File: src/rtl/serial_transfer_register.sv
// Purpose : 26-bit parallel word <-> LSB-first serial stream, one odd-parity bit per 13-bit syllable, full duplex.
// Latency : LDACK 1 cycle after load accept; SO valid 1 cycle after arming BTS&PHS; RVLD 1 cycle after final BTS.
// Backpr. : LD is level-held by the requester and only accepted in IDLE; BTS/PHS are never stalled or dropped.
//
// Ports:
//   clk, rstn        clock, asynchronous active-low reset
//   bts, phs         bit-time strobe and phase-start marker (phs only meaningful with bts)
//   ld, pdata        load request (level) and word to transmit; ldack pulses after accept
//   busy             high whenever not IDLE
//   so, sov          registered serial out and its valid (SHIFT state)
//   si               serial in from arithmetic, sampled on each bts in SHIFT
//   rdata, perr      captured word and per-syllable parity error, updated with rvld
//   rvld, ferr       result-valid pulse, framing-error pulse
module serial_transfer_register (
    input  logic        clk,
    input  logic        rstn,
    input  logic        bts,
    input  logic        phs,
    input  logic        ld,
    input  logic [25:0] pdata,
    output logic        ldack,
    output logic        busy,
    output logic        so,
    output logic        sov,
    input  logic        si,
    output logic [25:0] rdata,
    output logic [1:0]  perr,
    output logic        rvld,
    output logic        ferr
);

    typedef enum logic [1:0] {
        IDLE  = 2'd0,
        ARMED = 2'd1,
        SHIFT = 2'd2,
        DONE  = 2'd3
    } state_t;

    state_t      state;
    state_t      state_nxt;

    logic [4:0]  k;          // bit-time counter within SHIFT, 0..27
    logic [27:0] tx;         // {P1, P0, word}: bit k is what SO carries at bit time k
    logic [27:0] rx;         // {RP1, RP0, word} as captured from SI
    logic [27:0] rx_full;    // rx with the bit being sampled on the final BTS merged in

    logic        accept;
    logic        arm;
    logic        last_bit;
    logic        frame_err;

    always_comb begin
        state_nxt = state;
        accept    = 1'b0;
        arm       = 1'b0;
        last_bit  = 1'b0;
        frame_err = 1'b0;
        case (state)
            IDLE: begin
                if (ld) begin
                    accept    = 1'b1;
                    state_nxt = ARMED;
                end
            end
            ARMED: begin
                if (bts && phs) begin
                    arm       = 1'b1;
                    state_nxt = SHIFT;
                end
            end
            SHIFT: begin
                if (bts) begin
                    // PHS at bit time 27 is just the next phase starting, not an error.
                    if (k == 5'd27) begin
                        last_bit  = 1'b1;
                        state_nxt = DONE;
                    end else if (phs) begin
                        frame_err = 1'b1;
                        state_nxt = IDLE;
                    end
                end
            end
            DONE: begin
                state_nxt = IDLE;
            end
            default: begin
                state_nxt = IDLE;
            end
        endcase
    end

    assign busy    = (state != IDLE);
    assign sov     = (state == SHIFT);
    assign rx_full = {si, rx[26:0]};

    always_ff @(posedge clk or negedge rstn) begin
        if (!rstn) begin
            state <= IDLE;
            k     <= 5'd0;
            tx    <= 28'd0;
            rx    <= 28'd0;
            so    <= 1'b0;
            ldack <= 1'b0;
            rvld  <= 1'b0;
            ferr  <= 1'b0;
            rdata <= 26'd0;
            perr  <= 2'b00;
        end else begin
            state <= state_nxt;
            ldack <= accept;
            rvld  <= last_bit;
            ferr  <= frame_err;

            if (accept) begin
                // Parity bits make each syllable-plus-parity popcount odd.
                tx <= {~^pdata[25:13], ~^pdata[12:0], pdata};
            end

            if (arm) begin
                k  <= 5'd0;
                so <= tx[0];
            end

            if ((state == SHIFT) && bts && !frame_err) begin
                rx[k] <= si;
                k     <= k + 5'd1;
                so    <= last_bit ? 1'b0 : tx[k + 5'd1];
            end

            // Result is registered on the final BTS so that RDATA/PERR are already
            // valid during the DONE cycle, alongside RVLD.
            if (last_bit) begin
                k     <= 5'd0;
                rdata <= rx_full[25:0];
                perr  <= {~(^{rx_full[25:13], rx_full[27]}),
                          ~(^{rx_full[12:0],  rx_full[26]})};
            end

            if (frame_err) begin
                k  <= 5'd0;
                tx <= 28'd0;
                rx <= 28'd0;
                so <= 1'b0;
            end
        end
    end

endmodule

File: config.mk
export PLATFORM = sky130hd
export DESIGN_NAME = serial_transfer_register
export DESIGN_NICKNAME = d
export VERILOG_FILES = /design/src/rtl/serial_transfer_register.sv
export SDC_FILE = /design/constraint.sdc
export NUM_CORES = 1
export LEC_CHECK = 0
export ABC_AREA = 1
export CORE_MARGIN = 2
export CORE_UTILIZATION = 60
export CTS_BUF_LIST = sky130_fd_sc_hd__clkbuf_16
export CTS_CLUSTER_SIZE = 25
export DETAILED_ROUTE_END_ITERATION = 10
export PLACE_DENSITY = 0.86
export SLEW_MARGIN = 10
export SYNTH_ARGS = -nofsm -noshare
export SYNTH_HDL_FRONTEND = slang
export SYNTH_SLANG_ARGS = --single-unit
File: constraint.sdc
create_clock -name clk -period 3.2 [get_ports clk]
set_input_delay 0.32 -clock clk [delete_from_list [all_inputs] [get_ports clk]]
set_output_delay 0.32 -clock clk [all_outputs]
set_load 0.005 [all_outputs]
==> results.md <==
* Period minus WS final at 2.48 ns
* GPL Wtd Cong at 0.848
* Fin crit share at 77.5%
* P_sw at 1640 uW
* Status: completed
* Synth Net Count at 633
* Core box area at 0.00813 sq mm
* CP Class: register to register
* Buf+Inv Stages, Crit Path at 2
* Max clock buf depth at 2
* Slew margin rel. at 43.8%
* CTS tree: yes
* Synthesized area at 0.00500 sq mm
* Fin nets at 691
* Worst Path Required at 3.40 ns
* Initial Util at 61.5%
* Cells after Synth at 597
* Area grow syn2layout at 20.2%
* Crit path depth at 7
* GRT Util Overall at 27.2%
* Final Util at 73.9%
* Grt ovf at 0
* Clk root buf: clkbuf_16
* Die Width at 95.3 microns
* Critical Path Start: k[0]$_DFFE_PN0P_
* Total negative slack at 0 ns
* First DRT Iteration DRCs at 273
* CP endpoint: tx[0]$_DFFE_PN0P_
* RSZ-0062 raised after global routing: no
* Crit path max-delay cell type: dfrtp_1
* Worst Clk Skew at 0.00713 ns
* Clock group share of total power at 26.8%
* CP Cell Sequence: ha_1, nand2_4, nand3_4, inv_2, nor2_8, inv_2, o21ai_0
* Leak at 0.00292 uW
* Max-Cap Viols at 0
* Reg clk slew, reported paths at 0.06 ns
* Vias in the first global route at 4,217
* Via count at 4,242
* Worst-Margin Slew at 0.843 ns
* Synth cell types at 34
* Clock latency on the worst-skew pair at 0.34 ns
* Post-synth top flop: dfrtp_1
* CTS sink count at 94
* Post-Route WL at 11.5 mm
* R2R depth at 7
* Dpl ws at 0.749 ns
* Residual DRC at 0
* Die Y at 95.3 microns
* VDD IR max at 0.425 mV
* Worst-path maximum fanout at 32
* Final hold vios at 0
* Vias/cell at 5.55
* Sequential power share at 36.9%
* Critical path's top delay family: buffers and inverters
* CP Data Arrival Time at 2.68 ns
* Antenna viol nets, final at 0
* Global-route wire length before repair at 19.3 mm
* Post-DP HPWL at 7.79 mm
* Initial antenna violation count at 0
* Postcts setup bufs at 0
* Layout cells sized above 1 at 9.09%
* Post-synthesis register bit count at 94
* Num ports at 66
* Hold_buf cts at 0
* Cts repair resizes at 0
* Drt wl/cell at 15.0 microns
* Worst Setup Start Kind: register
* FF-to-FF Start: k[0]$_DFFE_PN0P_
* CTS Buf Count at 9
* Int Power at 2870 uW
* Final setup viols at 0
* Drt pass-1 iters at 6
* Largest stage delay, worst path at 0.62 ns
* Buffers on Ports at 65
* Slew Limit Fails at 0
* Combinational fraction of design power at 36.4%
* Pin count of the biggest net entering global routing at 95
* CP most frequent cell: inv_2
* Yosys warning count at 0
* Mean post-synth cell area at 8.38 sq um
* PD cells at 751 mW/mm^2
* Die area at 0.00909 sq mm
* Htree depth at 3
* Switch share at 36.4%
* Setup slack after layout at 0.719 ns
* Num rows at 33
* Post-synthesis sequential area ratio at 47.0%
* Post-synth EDFFs at 0
* Hold WS at 0.0552 ns
* Worst Hold Class: primary input to async pin
* Asr flop ratio synth at 100%
* F_max at 403 MHz
* Reg-to-Reg End: tx[0]$_DFFE_PN0P_
* Crit. End Element: register
* N_diodes at 0
* Setup slack, reg-to-reg at 0.72 ns
cells by family (layout without fill, tap and decap cells):
group	after synthesis	after routing	synth area share, %
AOI/OAI and AO/OA	110	110	14.6
xor gates and xnor gates	41	41	7.18
adders and majority gates	4	4	1.00
buffers and inverters	102	165	8.73
DFF	94	94	47.0
and+or+nand+nor	246	246	21.5
synthesized netlist by cell type (all sizes together), types with 13 or more instances:
| master | count | area share (%) |
|---|---|---|
| o31ai | 13 | 2.4 |
| inv | 81 | 6.1 |
| xor2 | 14 | 2.5 |
| xnor2 | 27 | 4.7 |
| nand2 | 187 | 14 |
| buf | 18 | 2.4 |
| a21oi | 18 | 1.8 |
| nor2 | 16 | 2.1 |
| o21ai | 53 | 6.7 |
| dfrtp | 94 | 47 |
| nand3 | 37 | 4.2 |
| o22ai | 19 | 2.5 |
routing by layer:
layer  share of wire, %  wire, microns  global-route usage, %
met5                  0              0                      0
met4                3.6            410                   14.0
met3                4.2            481                   3.95
met2                 51           5900                   46.6
met1                 41           4700                   33.4
how the worst min path moves through the flow:
stage | to | from | slack, ns | depth (start not counted)
global placement | rdata[3]$_DFFE_PN0P_ | rdata[3]$_DFFE_PN0P_ | 0.46 | 2
global route | rdata[20]$_DFFE_PN0P_ | rstn | 0.13 | 1
finish | rdata[21]$_DFFE_PN0P_ | rstn | 0.06 | 1
floorplan | ferr$_DFF_PN0_ | rstn | 0.02 | 0
detailed placement | rdata[2]$_DFFE_PN0P_ | rdata[2]$_DFFE_PN0P_ | 0.46 | 2
CTS | rdata[21]$_DFFE_PN0P_ | rstn | 0.27 | 1
final cells by class:
cell class,instances,area [sq um]
repair buffers,68,674
multi-input cells,401,2210
flip-flops and latches,94,2350
inverters,81,304
well taps,105,131
clock buffers,9,225
fillers,608,2120
clock inverters,7,113
metrics by stage:
| step | std cells | power, uW | instance area, sq um |
|---|---|---|---|
| 2_1_floorplan | 597 | 2860 | 5000 |
| 6_report | 765 | 4510 | 6010 |
| 3_3_place_gp | 749 | 3210 | 5670 |
| 4_1_cts | 765 | 4510 | 6010 |
| 3_5_place_dp | 749 | 3290 | 5670 |
| 5_1_grt | 765 | 4800 | 6010 |
power groups by stage:
stage | sequential [uW] | combinational, uW | clock (uW)
2_1_floorplan | 1610 | 1250 | 0
3_3_place_gp | 1660 | 1550 | 0
3_5_place_dp | 1680 | 1610 | 0
4_1_cts | 1660 | 1640 | 1210
5_1_grt | 1700 | 1840 | 1260
6_report | 1670 | 1640 | 1210
registers in the layout, summed over array words and instances (netlist names), 2 cells and up:
register	flops
k	5
perr	2
rdata	26
rx	27
state	2
tx	28
layout by cell type (no fill, tap or decap), drive strengths merged, types with 9 or more instances in the layout:
cell type and n:
nand2 187, dfrtp 94, o31ai 13, inv 81, nor2 16, a21oi 18, clkbuf 9, nand3 37
o21ai 53, xor2 14, xnor2 27, clkdlybuf4s50 64, o22ai 19
(Power assumes the default switching activity.)
